==> config.mk <==
export PLATFORM = sky130hd
export DESIGN_NAME = menu_renderer
export DESIGN_NICKNAME = d
export VERILOG_FILES = /design/src/rtl/menu_renderer.sv
export SDC_FILE = /design/constraint.sdc
export NUM_CORES = 1
export LEC_CHECK = 0
export CAP_MARGIN = 10
export CORE_MARGIN = 1.5
export CORE_UTILIZATION = 29
export DETAILED_ROUTE_END_ITERATION = 10
export GPL_ROUTABILITY_DRIVEN = 0
export GPL_TIMING_DRIVEN = 0
export PLACE_DENSITY = 0.53
export SLEW_MARGIN = 20
export SYNTH_ARGS = -nofsm -noshare
export SYNTH_HDL_FRONTEND = slang
export SYNTH_MEMORY_MAX_BITS = 65536
export SYNTH_SLANG_ARGS = --single-unit
==> constraint.sdc <==
create_clock -name clk -period 7.69 [get_ports clk]
set_input_delay 0.769 -clock clk [delete_from_list [all_inputs] [get_ports clk]]
set_output_delay 0.769 -clock clk [all_outputs]
set_load 0.005 [all_outputs]
==> src/rtl/menu_renderer.sv <==
// rtl/menu_renderer.sv - menu navigation FSM with blinking highlight and 5x7 text renderer
//
// Ports:
//   clk, rst_n                         - system clock, asynchronous active-low reset
//   btn_up, btn_dn, btn_ok, btn_back   - single-cycle button pulses
//   pixel_index                        - OLED scan index (x = idx % 96, y = idx / 96)
//   pixel_data                         - registered RGB565 colour, one clk after pixel_index
//   str_item, str_pos, str_char        - lookup into the external label table (combinational)
//   sel_idx, sel_valid, confirmed      - current selection, confirm pulse, confirmed state

module menu_renderer #(
  parameter int          N_ITEMS   = 4,
  parameter int          ROW_H     = 16,
  parameter int          MAX_CHARS = 10,
  parameter int          BLINK_DIV = 25_000_000,
  parameter logic [15:0] FG_COLOR  = 16'hFFFF,
  parameter logic [15:0] BG_COLOR  = 16'h0000,
  parameter logic [15:0] HL_COLOR  = 16'h07E0
) (
  input  logic        clk,
  input  logic        rst_n,
  input  logic        btn_up,
  input  logic        btn_dn,
  input  logic        btn_ok,
  input  logic        btn_back,
  input  logic [12:0] pixel_index,
  output logic [15:0] pixel_data,
  output logic [2:0]  str_item,
  output logic [3:0]  str_pos,
  input  logic [7:0]  str_char,
  output logic [2:0]  sel_idx,
  output logic        sel_valid,
  output logic        confirmed
);

  localparam int          CW        = (BLINK_DIV > 1) ? $clog2(BLINK_DIV) : 1;
  localparam logic [CW-1:0] CNT_LAST = CW'(BLINK_DIV - 1);
  localparam logic [2:0]  LAST_ITEM = 3'(N_ITEMS - 1);
  localparam logic [12:0] ROW_H_W   = 13'(ROW_H);
  localparam logic [12:0] ROWS_END  = 13'(N_ITEMS * ROW_H);
  localparam logic [12:0] TEXT_TOP  = 13'((ROW_H - 7) / 2);
  localparam logic [12:0] MAX_K     = 13'(MAX_CHARS);

  typedef enum logic {NAV, CONFIRMED} state_t;

  state_t        state_q, state_d;
  logic [2:0]    sel_q, sel_d;
  logic          valid_d;
  logic          enter_confirm;
  logic [CW-1:0] blink_cnt;
  logic          blink_ph;

  // Font columns packed {col0..col4}; bit 0 of each column is the top glyph row.
  function automatic logic [34:0] font5x7(input logic [7:0] ch);
    logic [7:0] cu;
    cu = (ch >= 8'h61 && ch <= 8'h7A) ? ch - 8'h20 : ch;
    case (cu)
      "0": return {7'h3E, 7'h51, 7'h49, 7'h45, 7'h3E};
      "1": return {7'h00, 7'h42, 7'h7F, 7'h40, 7'h00};
      "2": return {7'h42, 7'h61, 7'h51, 7'h49, 7'h46};
      "3": return {7'h21, 7'h41, 7'h45, 7'h4B, 7'h31};
      "4": return {7'h18, 7'h14, 7'h12, 7'h7F, 7'h10};
      "5": return {7'h27, 7'h45, 7'h45, 7'h45, 7'h39};
      "6": return {7'h3C, 7'h4A, 7'h49, 7'h49, 7'h30};
      "7": return {7'h01, 7'h71, 7'h09, 7'h05, 7'h03};
      "8": return {7'h36, 7'h49, 7'h49, 7'h49, 7'h36};
      "9": return {7'h06, 7'h49, 7'h49, 7'h29, 7'h1E};
      "A": return {7'h7C, 7'h12, 7'h11, 7'h12, 7'h7C};
      "B": return {7'h7F, 7'h49, 7'h49, 7'h49, 7'h36};
      "C": return {7'h3E, 7'h41, 7'h41, 7'h41, 7'h22};
      "D": return {7'h7F, 7'h41, 7'h41, 7'h22, 7'h1C};
      "E": return {7'h7F, 7'h49, 7'h49, 7'h49, 7'h41};
      "F": return {7'h7F, 7'h09, 7'h09, 7'h09, 7'h01};
      "G": return {7'h3E, 7'h41, 7'h49, 7'h49, 7'h7A};
      "H": return {7'h7F, 7'h08, 7'h08, 7'h08, 7'h7F};
      "I": return {7'h00, 7'h41, 7'h7F, 7'h41, 7'h00};
      "J": return {7'h20, 7'h40, 7'h41, 7'h3F, 7'h01};
      "K": return {7'h7F, 7'h08, 7'h14, 7'h22, 7'h41};
      "L": return {7'h7F, 7'h40, 7'h40, 7'h40, 7'h40};
      "M": return {7'h7F, 7'h02, 7'h0C, 7'h02, 7'h7F};
      "N": return {7'h7F, 7'h04, 7'h08, 7'h10, 7'h7F};
      "O": return {7'h3E, 7'h41, 7'h41, 7'h41, 7'h3E};
      "P": return {7'h7F, 7'h09, 7'h09, 7'h09, 7'h06};
      "Q": return {7'h3E, 7'h41, 7'h51, 7'h21, 7'h5E};
      "R": return {7'h7F, 7'h09, 7'h19, 7'h29, 7'h46};
      "S": return {7'h46, 7'h49, 7'h49, 7'h49, 7'h31};
      "T": return {7'h01, 7'h01, 7'h7F, 7'h01, 7'h01};
      "U": return {7'h3F, 7'h40, 7'h40, 7'h40, 7'h3F};
      "V": return {7'h1F, 7'h20, 7'h40, 7'h20, 7'h1F};
      "W": return {7'h3F, 7'h40, 7'h38, 7'h40, 7'h3F};
      "X": return {7'h63, 7'h14, 7'h08, 7'h14, 7'h63};
      "Y": return {7'h07, 7'h08, 7'h70, 7'h08, 7'h07};
      "Z": return {7'h61, 7'h51, 7'h49, 7'h45, 7'h43};
      default: return 35'd0;
    endcase
  endfunction

  // Navigation FSM: btn_ok beats navigation; opposing up/dn cancel.
  always_comb begin
    state_d       = state_q;
    sel_d         = sel_q;
    valid_d       = 1'b0;
    enter_confirm = 1'b0;
    case (state_q)
      NAV: begin
        if (btn_ok) begin
          state_d       = CONFIRMED;
          valid_d       = 1'b1;
          enter_confirm = 1'b1;
        end else if (btn_up && !btn_dn) begin
          sel_d = (sel_q == 3'd0) ? LAST_ITEM : sel_q - 3'd1;
        end else if (btn_dn && !btn_up) begin
          sel_d = (sel_q == LAST_ITEM) ? 3'd0 : sel_q + 3'd1;
        end
      end
      CONFIRMED: begin
        if (btn_back) state_d = NAV;
      end
      default: state_d = NAV;
    endcase
  end

  always_ff @(posedge clk or negedge rst_n) begin
    if (!rst_n) begin
      state_q   <= NAV;
      sel_q     <= 3'd0;
      sel_valid <= 1'b0;
    end else begin
      state_q   <= state_d;
      sel_q     <= sel_d;
      sel_valid <= valid_d;
    end
  end

  assign sel_idx   = sel_q;
  assign confirmed = (state_q == CONFIRMED);

  // Scan geometry and label lookup; kept apart from the glyph path because
  // str_char returns combinationally from str_item/str_pos.
  logic [12:0] px_x, px_y, px_row, px_ry, px_xo, px_k, px_c;
  logic        in_rows, in_cell;
  logic [2:0]  gr, gc;

  always_comb begin
    px_x    = pixel_index % 13'd96;
    px_y    = pixel_index / 13'd96;
    px_row  = px_y / ROW_H_W;
    px_ry   = px_y % ROW_H_W;
    px_xo   = px_x - 13'd5;
    px_k    = px_xo / 13'd6;
    px_c    = px_xo % 13'd6;
    in_rows = (pixel_index < 13'd6144) && (px_y < ROWS_END);
    in_cell = in_rows && (px_ry >= TEXT_TOP) && (px_ry < TEXT_TOP + 13'd7) &&
              (px_x >= 13'd5) && (px_c < 13'd5) && (px_k < MAX_K);
    gr       = 3'(px_ry - TEXT_TOP);
    gc       = px_c[2:0];
    str_item = in_cell ? px_row[2:0] : 3'd0;
    str_pos  = in_cell ? px_k[3:0]   : 4'd0;
  end

  logic [34:0] glyph;
  logic [6:0]  cols [0:7];
  logic        glyph_on, highlight;
  logic [15:0] pix_d;

  always_comb begin
    glyph = font5x7(str_char);
    for (int i = 0; i < 8; i++) cols[i] = 7'd0;
    for (int i = 0; i < 5; i++) cols[i] = glyph[(4 - i) * 7 +: 7];
    // Bold: OR each column with its right neighbour, except at the last column.
    glyph_on  = cols[gc][gr] | ((gc < 3'd4) ? cols[gc + 3'd1][gr] : 1'b0);
    highlight = (px_row == {10'd0, sel_q}) && ((state_q == NAV) || blink_ph);
    pix_d     = BG_COLOR;
    if (in_rows) begin
      pix_d = highlight ? HL_COLOR : BG_COLOR;
      if (in_cell && glyph_on) pix_d = highlight ? BG_COLOR : FG_COLOR;
    end
  end

  // Blink counter free-runs but restarts with the highlight visible on confirm.
  always_ff @(posedge clk or negedge rst_n) begin
    if (!rst_n) begin
      blink_cnt  <= '0;
      blink_ph   <= 1'b1;
      pixel_data <= BG_COLOR;
    end else begin
      pixel_data <= pix_d;
      if (enter_confirm) begin
        blink_cnt <= '0;
        blink_ph  <= 1'b1;
      end else if (blink_cnt == CNT_LAST) begin
        blink_cnt <= '0;
        blink_ph  <= ~blink_ph;
      end else begin
        blink_cnt <= blink_cnt + 1'b1;
      end
    end
  end

endmodule

# ---- Yosys cells after proc, flatten, opt, wreduce, memory -nomap -nowiden
# Memories as Yosys holds them, arrays and structs flattened.
# Cells that the tools add are included.
dict set report word_totals {
  rom_bits 4480
  register_bits 47
  elab_cells 89
  output_inout_bits 28
  inputBits 27
  n_memories 1
}
# name words word_bits rd rd_clocked_by_memory_dff wr line
set memory_table {}
lappend memory_table {{(name not given)} 128 35 1 0 0 57} ;# case (cu)
dict set report op_classes {
  div 4
  mux 31
  n_reduce_logical 18
  eq_ne 3
  bitwise_logic 6
  magnitude_cmp 13
  n_addsub 7
}
# cell n
set op_table {}
lappend op_table {{$mux 25} 2}
lappend op_table {{$mux 16} 3}
lappend op_table {{$bmux 7 s3} 2}
lappend op_table {{$mux 35} 1}
lappend op_table {{$mux 7} 4}
lappend op_table {{$add 25x1->25 const B} 1}
lappend op_table {{$eq 25x25->1 const B} 1}
lappend op_table {{$mux 3} 5}
lappend op_table {{$div 13x3->13 const B} 1}
lappend op_table {{$div 13x7->13 const B} 1}
lappend op_table {{$ge 13x3->1 const B} 1}
lappend op_table {{$lt 13x13->1 const B} 1}
lappend op_table {{$lt 13x3->1 const B} 1}
lappend op_table {{$lt 13x4->1 const B} 1}
lappend op_table {{$lt 13x7->1 const B} 1}
lappend op_table {{$mod 13x3->13 const B} 1}
lappend op_table {{$mod 13x7->13 const B} 1}
lappend op_table {{$sub 13x3->13 const B} 1}
lappend op_table {{$logic_and 1x1->1} 11}
lappend op_table {{$mux 11} 1}
lappend op_table {{$eq 9x3->1} 1}
lappend op_table {{$ge 4x4->1 const B} 2}
lappend op_table {{$ge 8x7->1 const B} 1}
lappend op_table {{$le 8x7->1 const B} 1}
lappend op_table {{other kinds (22)} 36}

# ---- Logic depth before layout (Yosys ltp)
dict set report depth {
  word_depth 15
  depth_mapped 33
  ltp_nobuf 27
}

# ---- Least setup slack after synthesis
# Ideal clock, no wire load.
dict set report synth_path {
  kind {input -> register}
  from {in pixel_index[0]}
  to {reg pixel_data[10]}
  n_path_buf 5
  setup_time_ps 78
  setup_slack_ps 896
  required_time_ps 7612
  stages 32
  arrival_ps 6716
  path_cell_list {clkbuf_1 > inv_1 > clkbuf_1 > ha_1 > clkbuf_1 > nor2b_1 > nand2b_1 > nand2_1 > o221ai_1 > o31a_1 > buf_2 > nand2_1 > a221oi_1 > nor3_2 > ha_1 > inv_1 > o41ai_2 > a31oi_1 > a41oi_2 > a21oi_4 > inv_4 > ha_1 > buf_1 > mux2i_1 > nor2_1 > a31oi_1 > mux2i_1 > a221oi_1 > a221oi_2 > o211a_1 > ha_1 > a21oi_1}
}
dict set report synth_via {
  elab_chain_len 15
}
# element line
set synth_rtl {}
lappend synth_rtl {{start: declaration} 26} ;# input logic [12:0] pixel_index,
lappend synth_rtl {{$mod 13x7->13} 145} ;# px_x = pixel_index % 13'd96;
lappend synth_rtl {{$sub 13x3->13} 149} ;# px_xo = px_x - 13'd5;
lappend synth_rtl {{$mod 13x3->13} 151} ;# px_c = px_xo % 13'd6;
lappend synth_rtl {{$add 3x1->3} 171} ;# glyph_on = cols[gc][gr] | ((gc < 3'd4) ? cols[gc + 3'd1][gr] : 1'b0);
lappend synth_rtl {{$not 3->4 (implied by the code)} 171}
lappend synth_rtl {{$bmux 7 s3} 171}
lappend synth_rtl {{$mux 7 (implied by the code) (2 in a row)} 171}
lappend synth_rtl {{$bmux 1 s3} 171}
lappend synth_rtl {{$mux 1 (implied by the code)} 171}
lappend synth_rtl {{$mux 1} 171}
lappend synth_rtl {{$or 1x1->1} 171}
lappend synth_rtl {{$logic_and 1x1->1} 176} ;# if (in_cell && glyph_on) pix_d = highlight ? BG_COLOR : FG_COLOR;
lappend synth_rtl {{$mux 16} 176}
lappend synth_rtl {{$mux 16 (*)} 174} ;# if (in_rows) begin
lappend synth_rtl {{via pix_d[10]} 164} ;# logic [15:0] pix_d;
lappend synth_rtl {{end signal: assignment} 187} ;# pixel_data <= pix_d;
lappend synth_rtl {{end: declaration} 27} ;# output logic [15:0] pixel_data,
# Mark *: on every way through the listed nets, which the timed path passes. The rest lies on a longest branch. The select of a mux whose other input is x is not followed.
# A chain may end at the register's enable or synchronous reset.

# ---- Worst setup path in the final report
dict set report layout_path {
  from {in pixel_index[0]}
  to {out str_item[1]}
}
dict set report layout_via {
  elab_chain_len 9
}
# element line
set layout_rtl {}
lappend layout_rtl {{parallel branches: the longest is 8 deep, another holds $mod 13x7->13} n/a}
lappend layout_rtl {{$mux 3 (*)} 157} ;# str_item = in_cell ? px_row[2:0] : 3'd0;
lappend layout_rtl {{end: declaration} 28} ;# output logic [2:0] str_item,
# Mark *: on every way between the ends.

==> results.toml <==
[synth]
synth_area_mm2 = 0.00589
synth_warnings = 0
async_flop_share_pct = 100
synth_top_area_share_pct = 13.6
synth_ff_type = "dfrtp_1"
syn-num-nets = 920
synthCells = 869
postSynthRegisterBits = 33
synth_edf_count = 0
synth_seq_area_share_pct = 14.0
yosys.area.top_type = "dfrtp_1"
synth.area.top_cells = "dfrtp_1, o21ai_0, nand2_1"
ys_types = 92
syn-mean-instance-area_um2 = 6.78

[power_and_ir_drop]
p_total_mw = 1.02
combPwrFrac_pct = 59.8
p_clk_share_pct = 18.7
pwr-share-seq_pct = 21.5
internal-power_uw = 578
ir_drop_mv = 0.0846
swShare_pct = 43.1
p_leak_nw = 2.59
powerDensity_mw_per_mm2 = 147
switching_power_uw = 439

[critical_path]
slowest_delay_ns = 0.54
cp.required_ns = 6.92
r2r_start = "blink_cnt[0]"
r2r_end = "blink_cnt[24]"
crit_type = "input pin to output pin"
crit_family = "buffers and inverters"
path_buf_inv = 8
rrSetupSlack_ns = 5.40
worstRegToRegCells = 6
crit_slowest_cell = "clkdlybuf4s50_1"
crit_arrival_ns = 6.54
crit_fanout = 11
worstSetupStartpointType = "input pin"
end_kind = "output pin"

[clock_network]
clock-root-buffer = "clkbuf_16"
clkTransAtPathRegs_ns = 0.05
cts_tree = "built"
numCtsBuffers = 5
clock_path_buffers = 2
cts_hold_buffers = 0
cts.sinks = 33
clk_latency_ns = 0.28
htreeDepth = 2

[global_routing]
grt_pass1_vias = 6276
grt_max_degree = 18
overflow = 0
grt_pass1_wl_um = 32900
grt_usage_pct = 18.5
antenna_found_initial = 0

[detailed_routing]
drt-total-wl_um = 20300
routed_via_density = 5.82
dr.pass1.iters = 6
ant_nets = 0
wl_per_cell_um = 17.1
drc_errors = 0
drt_iter0_drc = 1034
vias = 6920

[floorplanning]
row_count = 51
dieHeight_um = 146
die_x_um = 146
die_area_mm2 = 0.0212
num_io_pins = 55
core_area_mm2 = 0.0197
start_util_pct = 29.9

[layout]
fin_area_mm2 = 0.00691
final_common_cell = "nand2_1"
fillers = 2086
drive_gt1_share_pct = 9.42
synthToLayoutAreaGrowth_pct = 17.4
final_cell_mix = "nand2_1, nor2_1, o21ai_0"
nets = 974
utilization_pct = 35.1
diodes = 0

[place]
placed_cell_area_mm2 = 0.00670
io_buffers = 46
dpl.hpwl_um = 15100
pre_cts_slack_ns = -1.01

[timing]
fin_crit_ns = 7.31
rsz0062_at_grt = "false"
period_share_pct = 95.0
maxSlewHeadroom_pct = 35.3
whs_ns = 0.432
hold_viol_final = 0
fin_worst_skew_ns = 0.00415
fmax_mhz = 137
setup_viol = 0
report.final.slew_viol_count = 0
tightest_slew_ns = 0.958
timing.final.ws_setup_ns = 0.382

[run]
cap_viol_max_count = 0

[run_status]
status = "finished, final reports clean"

[hold_path]
hold_path.class = "input pin to async pin"
[power groups by stage]
stage / registers, mW / clock network, mW / logic, mW
2_1_floorplan: 0.216 / 0 / 0.406
3_3_place_gp: 0.222 / 0 / 0.576
3_5_place_dp: 0.222 / 0 / 0.573
4_1_cts: 0.219 / 0.196 / 0.590
5_1_grt: 0.222 / 0.204 / 0.663
6_report: 0.219 / 0.190 / 0.608
[metrics by stage]
stage / TNS [ns] / std cells
finish: 0 / 1189
global route: 0 / 1189
CTS: 0 / 1190
detailed placement: -4.65 / 1181
global placement: -4.39 / 1180
floorplan: 0 / 869
[cell type report]
| class | instances | area [µm²] | area share, % |
|---|---|---|---|
| Buffer | 79 | 392 | 5.67 |
| Clock buffer | 6 | 129 | 1.86 |
| Clock inverter | 2 | 10.0 | 0.145 |
| Inverter | 30 | 115 | 1.67 |
| Multi-Input combinational cell | 725 | 4610 | 66.7 |
| Sequential cell | 33 | 827 | 12.0 |
| Tap cell | 265 | 332 | 4.80 |
| Timing Repair Buffer | 49 | 498 | 7.20 |
[cells by family (layout without fill, tap and decap cells)]
group / after synthesis / after routing / synth area share (%)
other cells: 1 / 1 / 0.0637
mux: 22 / 22 / 6.44
xor+xnor: 38 / 38 / 5.65
simple gates: 354 / 354 / 28.1
fa+ha+maj: 26 / 26 / 5.44
flops: 33 / 33 / 14.0
buf+inv: 111 / 166 / 8.63
compound gates: 284 / 284 / 31.6
[worst max-delay path by stage]
stage                         startpoint        endpoint  cells after the start
after floorplan           pixel_index[0]  pixel_data[10]                     32
after global placement    pixel_index[0]  pixel_data[10]                     33
after detailed placement  pixel_index[0]  pixel_data[10]                     33
after CTS                 pixel_index[0]     str_item[1]                     26
after global routing      pixel_index[0]     str_item[1]                     25
final                     pixel_index[0]     str_item[1]                     25
[repair_timing]
item / CTS / global route
gates cloned: 0 / 0
endpoints found under the setup margin: 8 / 8
setup buffers: 2 / 0
gates resized for setup: 5 / 14
[state kept, by name, indices dropped and copies added (netlist names)]
| signal | flops |
|---|---|
| blink_cnt | 25 |
| blink_ph | 1 |
| confirmed | 1 |
| sel_idx | 3 |
| sel_valid | 1 |
| pixel_data | 2 |
[synth_stat cells (all sizes together) (21+ instances only)]
master  count
buf        32
nand3      40
clkbuf     49
nand2     109
inv        29
a21oi      77
nor3       30
ha         24
nor2       98
dfrtp      32
xor2       21
o21ai      85
[layer usage]
layer	part of all wire, %	vias up	track usage, %
met4	3.7	0	7.24
met3	9.0	80	2.54
met1	45	3126	26.5
met2	42	435	28.0
met5	0	-	0
li1	-	3279	-
No activity file was read; power rests on OpenSTA's default activity.
